==> config.mk <==
export PLATFORM = sky130hd
export DESIGN_NAME = fetch_unit
export DESIGN_NICKNAME = d
export VERILOG_FILES = /design/src/rtl/ca_pkg.sv /design/src/rtl/fetch_fifo.sv /design/src/rtl/fetch_unit.sv
export SDC_FILE = /design/constraint.sdc
export NUM_CORES = 1
export LEC_CHECK = 0
export ABC_CLOCK_PERIOD_IN_PS = 6500
export CAP_MARGIN = 15
export CORE_MARGIN = 2
export CORE_UTILIZATION = 51
export CTS_CLUSTER_DIAMETER = 60
export DETAILED_ROUTE_END_ITERATION = 8
export PLACE_DENSITY = 0.85
export SLEW_MARGIN = 30
export SYNTH_ARGS = -nofsm -noshare
export SYNTH_HDL_FRONTEND = slang
export SYNTH_SLANG_ARGS = --single-unit
==> constraint.sdc <==
create_clock -name clk -period 6.5 [get_ports clk]
set_input_delay 1.625 -clock clk [delete_from_list [all_inputs] [get_ports clk]]
set_output_delay 1.625 -clock clk [all_outputs]
set_load 0.02 [all_outputs]
==> src/rtl/ca_pkg.sv <==
// ca_pkg: shared opcode constants, NOP encoding, fetch FSM states and buffer entry type
package ca_pkg;

    localparam logic [6:0] OP_LUI    = 7'b0110111;
    localparam logic [6:0] OP_AUIPC  = 7'b0010111;
    localparam logic [6:0] OP_JAL    = 7'b1101111;
    localparam logic [6:0] OP_JALR   = 7'b1100111;
    localparam logic [6:0] OP_BRANCH = 7'b1100011;
    localparam logic [6:0] OP_LOAD   = 7'b0000011;
    localparam logic [6:0] OP_STORE  = 7'b0100011;
    localparam logic [6:0] OP_IMM    = 7'b0010011;
    localparam logic [6:0] OP_REG    = 7'b0110011;

    localparam logic [31:0] NOP_INSTR = 32'h0000_0013;

    typedef enum logic [1:0] {IDLE, REQ, WAIT, HOLD} fetch_state_t;

    typedef struct packed {
        logic [31:0] pc;
        logic [31:0] instr;
    } fetch_entry_t;

endpackage

==> src/rtl/fetch_fifo.sv <==
// fetch_fifo: synchronous instruction buffer with flush; a push into a full buffer is taken only alongside a pop
module fetch_fifo
    import ca_pkg::*;
#(
    parameter int DEPTH = 2,
    localparam int AW = $clog2(DEPTH)
) (
    input  logic         clk,
    input  logic         arst_n,
    input  logic         i_push,
    input  logic         i_pop,
    input  logic         i_flush,
    input  fetch_entry_t i_wdata,
    output fetch_entry_t o_rdata,
    output logic         o_full,
    output logic         o_empty,
    output logic [AW:0]  o_count
);

    fetch_entry_t  r_mem [DEPTH];
    logic [AW-1:0] r_wptr;
    logic [AW-1:0] r_rptr;
    logic [AW:0]   r_count;
    logic          w_push;
    logic          w_pop;

    assign o_full  = r_count == (AW+1)'(DEPTH);
    assign o_empty = r_count == '0;
    assign o_count = r_count;
    assign o_rdata = r_mem[r_rptr];
    assign w_pop   = i_pop && !o_empty;
    assign w_push  = i_push && (!o_full || w_pop);

    // storage write; no reset needed, occupancy tracking decides what is valid
    always_ff @(posedge clk) begin
        if (w_push && !i_flush) r_mem[r_wptr] <= i_wdata;
    end

    // pointers and occupancy; flush wins over any same-cycle push/pop
    always_ff @(posedge clk or negedge arst_n) begin
        if (!arst_n) begin
            r_wptr  <= '0;
            r_rptr  <= '0;
            r_count <= '0;
        end else if (i_flush) begin
            r_wptr  <= '0;
            r_rptr  <= '0;
            r_count <= '0;
        end else begin
            r_wptr  <= w_push ? r_wptr + 1'b1 : r_wptr;
            r_rptr  <= w_pop ? r_rptr + 1'b1 : r_rptr;
            r_count <= r_count + (AW+1)'(w_push) - (AW+1)'(w_pop);
        end
    end

endmodule

==> src/rtl/fetch_unit.sv <==
// fetch_unit: single-outstanding instruction fetch with redirect and buffered output (optional FETCH_MISALIGN_CHECK_EN)
module fetch_unit
    import ca_pkg::*;
#(
    parameter logic [31:0] RESET_PC   = 32'h0000_0000,
    parameter int          FIFO_DEPTH = 2
) (
    input  logic        clk,
    input  logic        arst_n,
    output logic        imem_req,
    output logic [31:0] imem_addr,
    input  logic        imem_rvalid,
    input  logic [31:0] imem_rdata,
    input  logic        redirect,
    input  logic [31:0] redirect_pc,
    output logic        instr_valid,
    input  logic        instr_ready,
    output logic [31:0] instr,
    output logic [31:0] instr_pc,
    output logic [6:0]  opcode,
    output logic        fetch_fault
);

    localparam int CW = $clog2(FIFO_DEPTH) + 1;

    fetch_state_t r_state;
    logic [31:0]  r_pc;
    logic [31:0]  r_req_pc;
    logic         r_discard;
    logic         w_fault;
    logic         w_bad;
    logic [31:0]  w_rpc;
    logic         w_redir;
    logic         w_push;
    logic         w_pop;
    logic         w_full;
    logic         w_empty;
    logic [CW-1:0] w_count;
    logic [CW-1:0] w_cnt_next;
    fetch_entry_t w_head;

`ifdef FETCH_MISALIGN_CHECK_EN
    logic r_fault;
    assign w_bad   = redirect && !r_fault && (redirect_pc[1:0] != 2'b00);
    assign w_rpc   = redirect_pc;
    assign w_fault = r_fault;

    // sticky misalignment fault, cleared only by reset
    always_ff @(posedge clk or negedge arst_n) begin
        if (!arst_n) r_fault <= 1'b0;
        else         r_fault <= r_fault | w_bad;
    end
`else
    assign w_bad   = 1'b0;
    assign w_rpc   = redirect_pc & ~32'h3;
    assign w_fault = 1'b0;
`endif

    assign w_redir    = redirect && !w_fault && !w_bad;
    assign w_pop      = instr_valid && instr_ready;
    assign w_push     = (r_state == WAIT) && imem_rvalid && !r_discard && !redirect;
    assign w_cnt_next = w_count + CW'(w_push) - CW'(w_pop);

    fetch_fifo #(.DEPTH(FIFO_DEPTH)) u_fifo (
        .clk     (clk),
        .arst_n  (arst_n),
        .i_push  (w_push),
        .i_pop   (w_pop),
        .i_flush (redirect && !w_fault),
        .i_wdata ({r_req_pc, imem_rdata}),
        .o_rdata (w_head),
        .o_full  (w_full),
        .o_empty (w_empty),
        .o_count (w_count)
    );

    assign imem_req    = r_state == REQ;
    assign imem_addr   = r_pc;
    assign instr_valid = !w_empty;
    assign instr       = w_empty ? NOP_INSTR : w_head.instr;
    assign instr_pc    = w_empty ? 32'h0 : w_head.pc;
    assign opcode      = instr[6:0];
    assign fetch_fault = w_fault;

    // fetch FSM: redirect outranks everything, misaligned redirect parks the unit in IDLE
    always_ff @(posedge clk or negedge arst_n) begin
        if (!arst_n) begin
            r_state   <= IDLE;
            r_pc      <= RESET_PC;
            r_req_pc  <= RESET_PC;
            r_discard <= 1'b0;
        end else if (w_bad) begin
            r_state   <= IDLE;
            r_discard <= 1'b0;
        end else if (w_redir) begin
            r_pc <= w_rpc;
            case (r_state)
                REQ: begin
                    r_state   <= WAIT;
                    r_discard <= 1'b1;
                end
                WAIT: begin
                    r_state   <= imem_rvalid ? REQ : WAIT;
                    r_discard <= !imem_rvalid;
                end
                default: begin
                    r_state   <= REQ;
                    r_discard <= 1'b0;
                end
            endcase
        end else begin
            case (r_state)
                IDLE: r_state <= w_fault ? IDLE : REQ;
                REQ: begin
                    r_req_pc <= r_pc;
                    r_pc     <= r_pc + 32'd4;
                    r_state  <= WAIT;
                end
                WAIT: if (imem_rvalid) begin
                    r_discard <= 1'b0;
                    r_state   <= (w_cnt_next != CW'(FIFO_DEPTH)) ? REQ : HOLD;
                end
                default: r_state <= w_full ? HOLD : REQ;
            endcase
        end
    end

endmodule
==> impl_metrics.yaml <==
run_status:
  status: "finished, final reports clean"
power:
  sw_frac_of_total_pct: 33.6
  powerDensity_mw_per_mm2: 402
  leakagePower_nw: 3.71
  p_clk_share_pct: 23.4
  sequentialPowerShare_pct: 39.9
  p_comb_share_pct: 36.7
  power_mw: 4.23
  p_switching_mw: 1.42
  internal_power_mw: 2.81
  ir_drop_mv: 0.201
final_layout:
  num_antenna_cells: 0
  fin_nets: 826
  seqCellArea_sq_mm: 0.00540
  areaGrowthSynthToFinish_pct: 29.8
  drive_gt1_share_pct: 9.59
  nFillCells: 1083
  multiInputGateArea_sq_mm: 0.00244
  postLayoutCellArea_sq_mm: 0.0105
sta:
  skew_ns: 0.00625
  maxSlewViolCount: 0
  finalWorstSetupSlack_ns: 2.35
  clock.fmax_mhz: 241
  slew_headroom_pct: 44.4
  whs_ns: 0.467
  worstMarginPinSlew_ns: 0.831
  fin_setup_tns_ns: 0
  hold_viol: 0
  finalCriticalPeriod_ns: 4.15
  rsz0062_at_grt: "false"
  setup_violations: 0
  finalCritPeriodShare_pct: 63.9
placed_design:
  dpl_cell_area_sq_mm: 0.00990
  preCtsSetupSlack_ns: 1.90
  dp_hpwl_microns: 11400
  io_buffers: 167
  place_congestion: 0.766
clock_tree:
  tritoncts: "yes"
  htree_levels: 4
  cts_setup_buffers: 0
  clock-sinks: 191
  cts-root-buf: "clkbuf_16"
  hold_buffers: 0
  cts_made_buffers: 17
  cts_buffer_depth: 2
  cts_resized: 0
  clk_pin_slew_worst_paths_ns: 0.06
  clk_latency_ns: 0.42
synth:
  syn_area_sq_mm: 0.00810
  synth.avg_cell_area_sq_um: 13.7
  synth_edf_count: 124
  yosysWarnings: 0
  yosysUniqueCellTypes: 46
  synthesis.instances: 592
  ys_seq_area_share_pct: 66.7
  async_flop_share_pct: 35.1
  synthFlopType: "edfxtp_1"
  synth-seq-cells: 191
global_route:
  grt_pass1_wl_microns: 26200
  grt_remaining_overflow: 0
  grt_max_degree: 68
  grt_usage_pct: 20.4
  grt_pass1_vias: 5203
  antenna_found_initial: 0
drt:
  ant_nets: 0
  first_pass_iters: 6
  wl_per_cell_microns: 17.6
  drt-total-wl_microns: 17200
  drc_errors: 0
  vias: 5291
  avgViaCountPerCell: 5.42
  drt_iter0_markers: 410
die:
  fp.dieH_microns: 130
  core_area_sq_mm: 0.0157
  initial_core_util_pct: 51.5
  dieWidth_microns: 130
  die-area_sq_mm: 0.0169
  ios: 175
  num_rows: 46
critical_path:
  crit_top_cell: "buf_4"
  path_class: "input pin to register"
  critPathRequiredTime_ns: 6.56
  cpMaxStageDelayCell: "and2_2"
  timing.critical_path.buf_inv: 3
  arrival_ns: 4.22
  startpoint_type: "input pin"
  cp_top_family: "simple AND/OR/NAND/NOR gates"
  slowest_delay_ns: 0.66
  worst-path-max-fanout: 40
  worstPathCellList: "clkdlybuf4s50_1 -> buf_4 -> or3_1 -> nor2_1 -> and2_2 -> buf_4"
  endpoint_kind: "register"
run:
  maxCapViolations: 0
min_path:
  hold_class: "register to register"
-- per-layer routing --
| metal | GRT usage (%) | wire, microns |
|---|---|---|
| met3 | 4.39 | 982 |
| met4 | 8.73 | 327 |
| met2 | 35.2 | 8850 |
| met1 | 25.1 | 7030 |
| met5 | 0 | 0 |
-- final cells by class --
class	count	area share (%)
flip-flops and latches	191	51.4
clock buffers	23	4.76
multi-input cells	352	23.2
well taps	216	2.57
inverters	10	0.357
clock inverters	9	0.667
repair buffers	176	17.0
-- per-stage QoR --
| stage | utilization (%) | instances |
|---|---|---|
| 4_1_cts | 66.7 | 975 |
| 5_1_grt | 66.9 | 977 |
| 6_report | 66.9 | 977 |
| 3_5_place_dp | 63.0 | 943 |
| 2_1_floorplan | - | 596 |
| 3_3_place_gp | 62.9 | 942 |
-- worst paths after layout --
| path | from | to | slack (ns) | cells after the start |
|---|---|---|---|---|
| setup reg to reg | r_state[0]$_DFFE_PN0P_ | u_fifo.r_mem[1][23]$_DFFE_PP_ | 3.48 | 7 |
| hold / removal | r_req_pc[18]$_DFFE_PN0P_ | u_fifo.r_mem[1][50]$_DFFE_PP_ | 0.47 | 0 |
| hold reg to reg | r_req_pc[18]$_DFFE_PN0P_ | u_fifo.r_mem[1][50]$_DFFE_PP_ | 0.47 | 0 |
| min in group asynchronous | arst_n | imem_addr[4]$_DFFE_PN0N_ | 1.14 | 2 |
| max in group asynchronous | arst_n | r_req_pc[22]$_DFFE_PN0P_ | 4.83 | 3 |
| setup / recovery | redirect | u_fifo.r_mem[1][23]$_DFFE_PP_ | 2.35 | 6 |
-- layout by cell type, fill, tap and decap left out, types with 2 or more instances in the layout --
cell type and count:
a211oi_1 2, a31oi_1 14, and2_1 2, and3_1 3
and4_1 3, buf_16 2, buf_4 5, clkbuf_1 3
clkbuf_16 19, clkdlybuf4s50_1 166, clkinv_1 2, conb_1 5
dfrtp_1 66, edfxtp_1 124, ha_1 9, inv_1 9
inv_6 4, mux2_2 27, mux2i_1 63, nand2_1 33
nand3_1 16, nand4_1 6, nor2_1 79, nor2b_1 3
o211ai_1 3, o21ai_0 19, o31ai_1 12, o41ai_1 2
or3_1 7, or4_1 13, or4b_1 2, xnor2_1 6
xor2_1 9
-- flip-flops by register name (all words and copies together), names as in the netlist --
signal	cells
imem_addr	30
r_discard	1
r_req_pc	30
r_state	2
u_fifo.o_count	2
u_fifo.r_mem	124
u_fifo.r_rptr	1
u_fifo.r_wptr	1
-- power groups by stage --
| stage | clock, mW | combinational [mW] | sequential (mW) |
|---|---|---|---|
| after floorplan | 0 | 0.939 | 1.65 |
| after global placement | 0 | 1.47 | 1.73 |
| after detailed placement | 0 | 1.57 | 1.71 |
| after CTS | 1.01 | 1.57 | 1.69 |
| after global routing | 1.06 | 1.66 | 1.71 |
| final | 0.988 | 1.55 | 1.69 |
-- synthesized netlist by cell type (6+ instances only) --
cell type	n	area share, %
xor2_1	9	0.97
edfxtp_1	124	46
nor2_1	80	3.7
dfrtp_1	67	21
nand2_1	33	1.5
mux2_2	27	3.8
o31ai_1	12	1.1
clkbuf_1	13	0.60
or3_1	7	0.54
inv_1	9	0.42
nand4_1	6	0.46
nand3_1	16	0.99
ha_1	9	1.4
mux2i_1	63	7.8
buf_4	14	1.3
o21ai_0	19	1.2
buf_1	8	0.37
a31oi_1	14	1.1
or4_1	13	1.2
xnor2_1	6	0.65
-- cell families (layout without fill, tap and decap cells) --
| family | Yosys count | count (layout) | share of synthesized area [%] |
|---|---|---|---|
| mux | 90 | 90 | 11.5 |
| buf+inv | 53 | 218 | 3.63 |
| fa+ha+maj | 9 | 9 | 1.39 |
| compound gates | 55 | 55 | 4.29 |
| xor+xnor | 16 | 16 | 1.90 |
| other cells | 1 | 5 | 0.0463 |
| simple gates | 177 | 177 | 10.5 |
| flops | 191 | 191 | 66.7 |
Power figures use the tool's default switching activity.
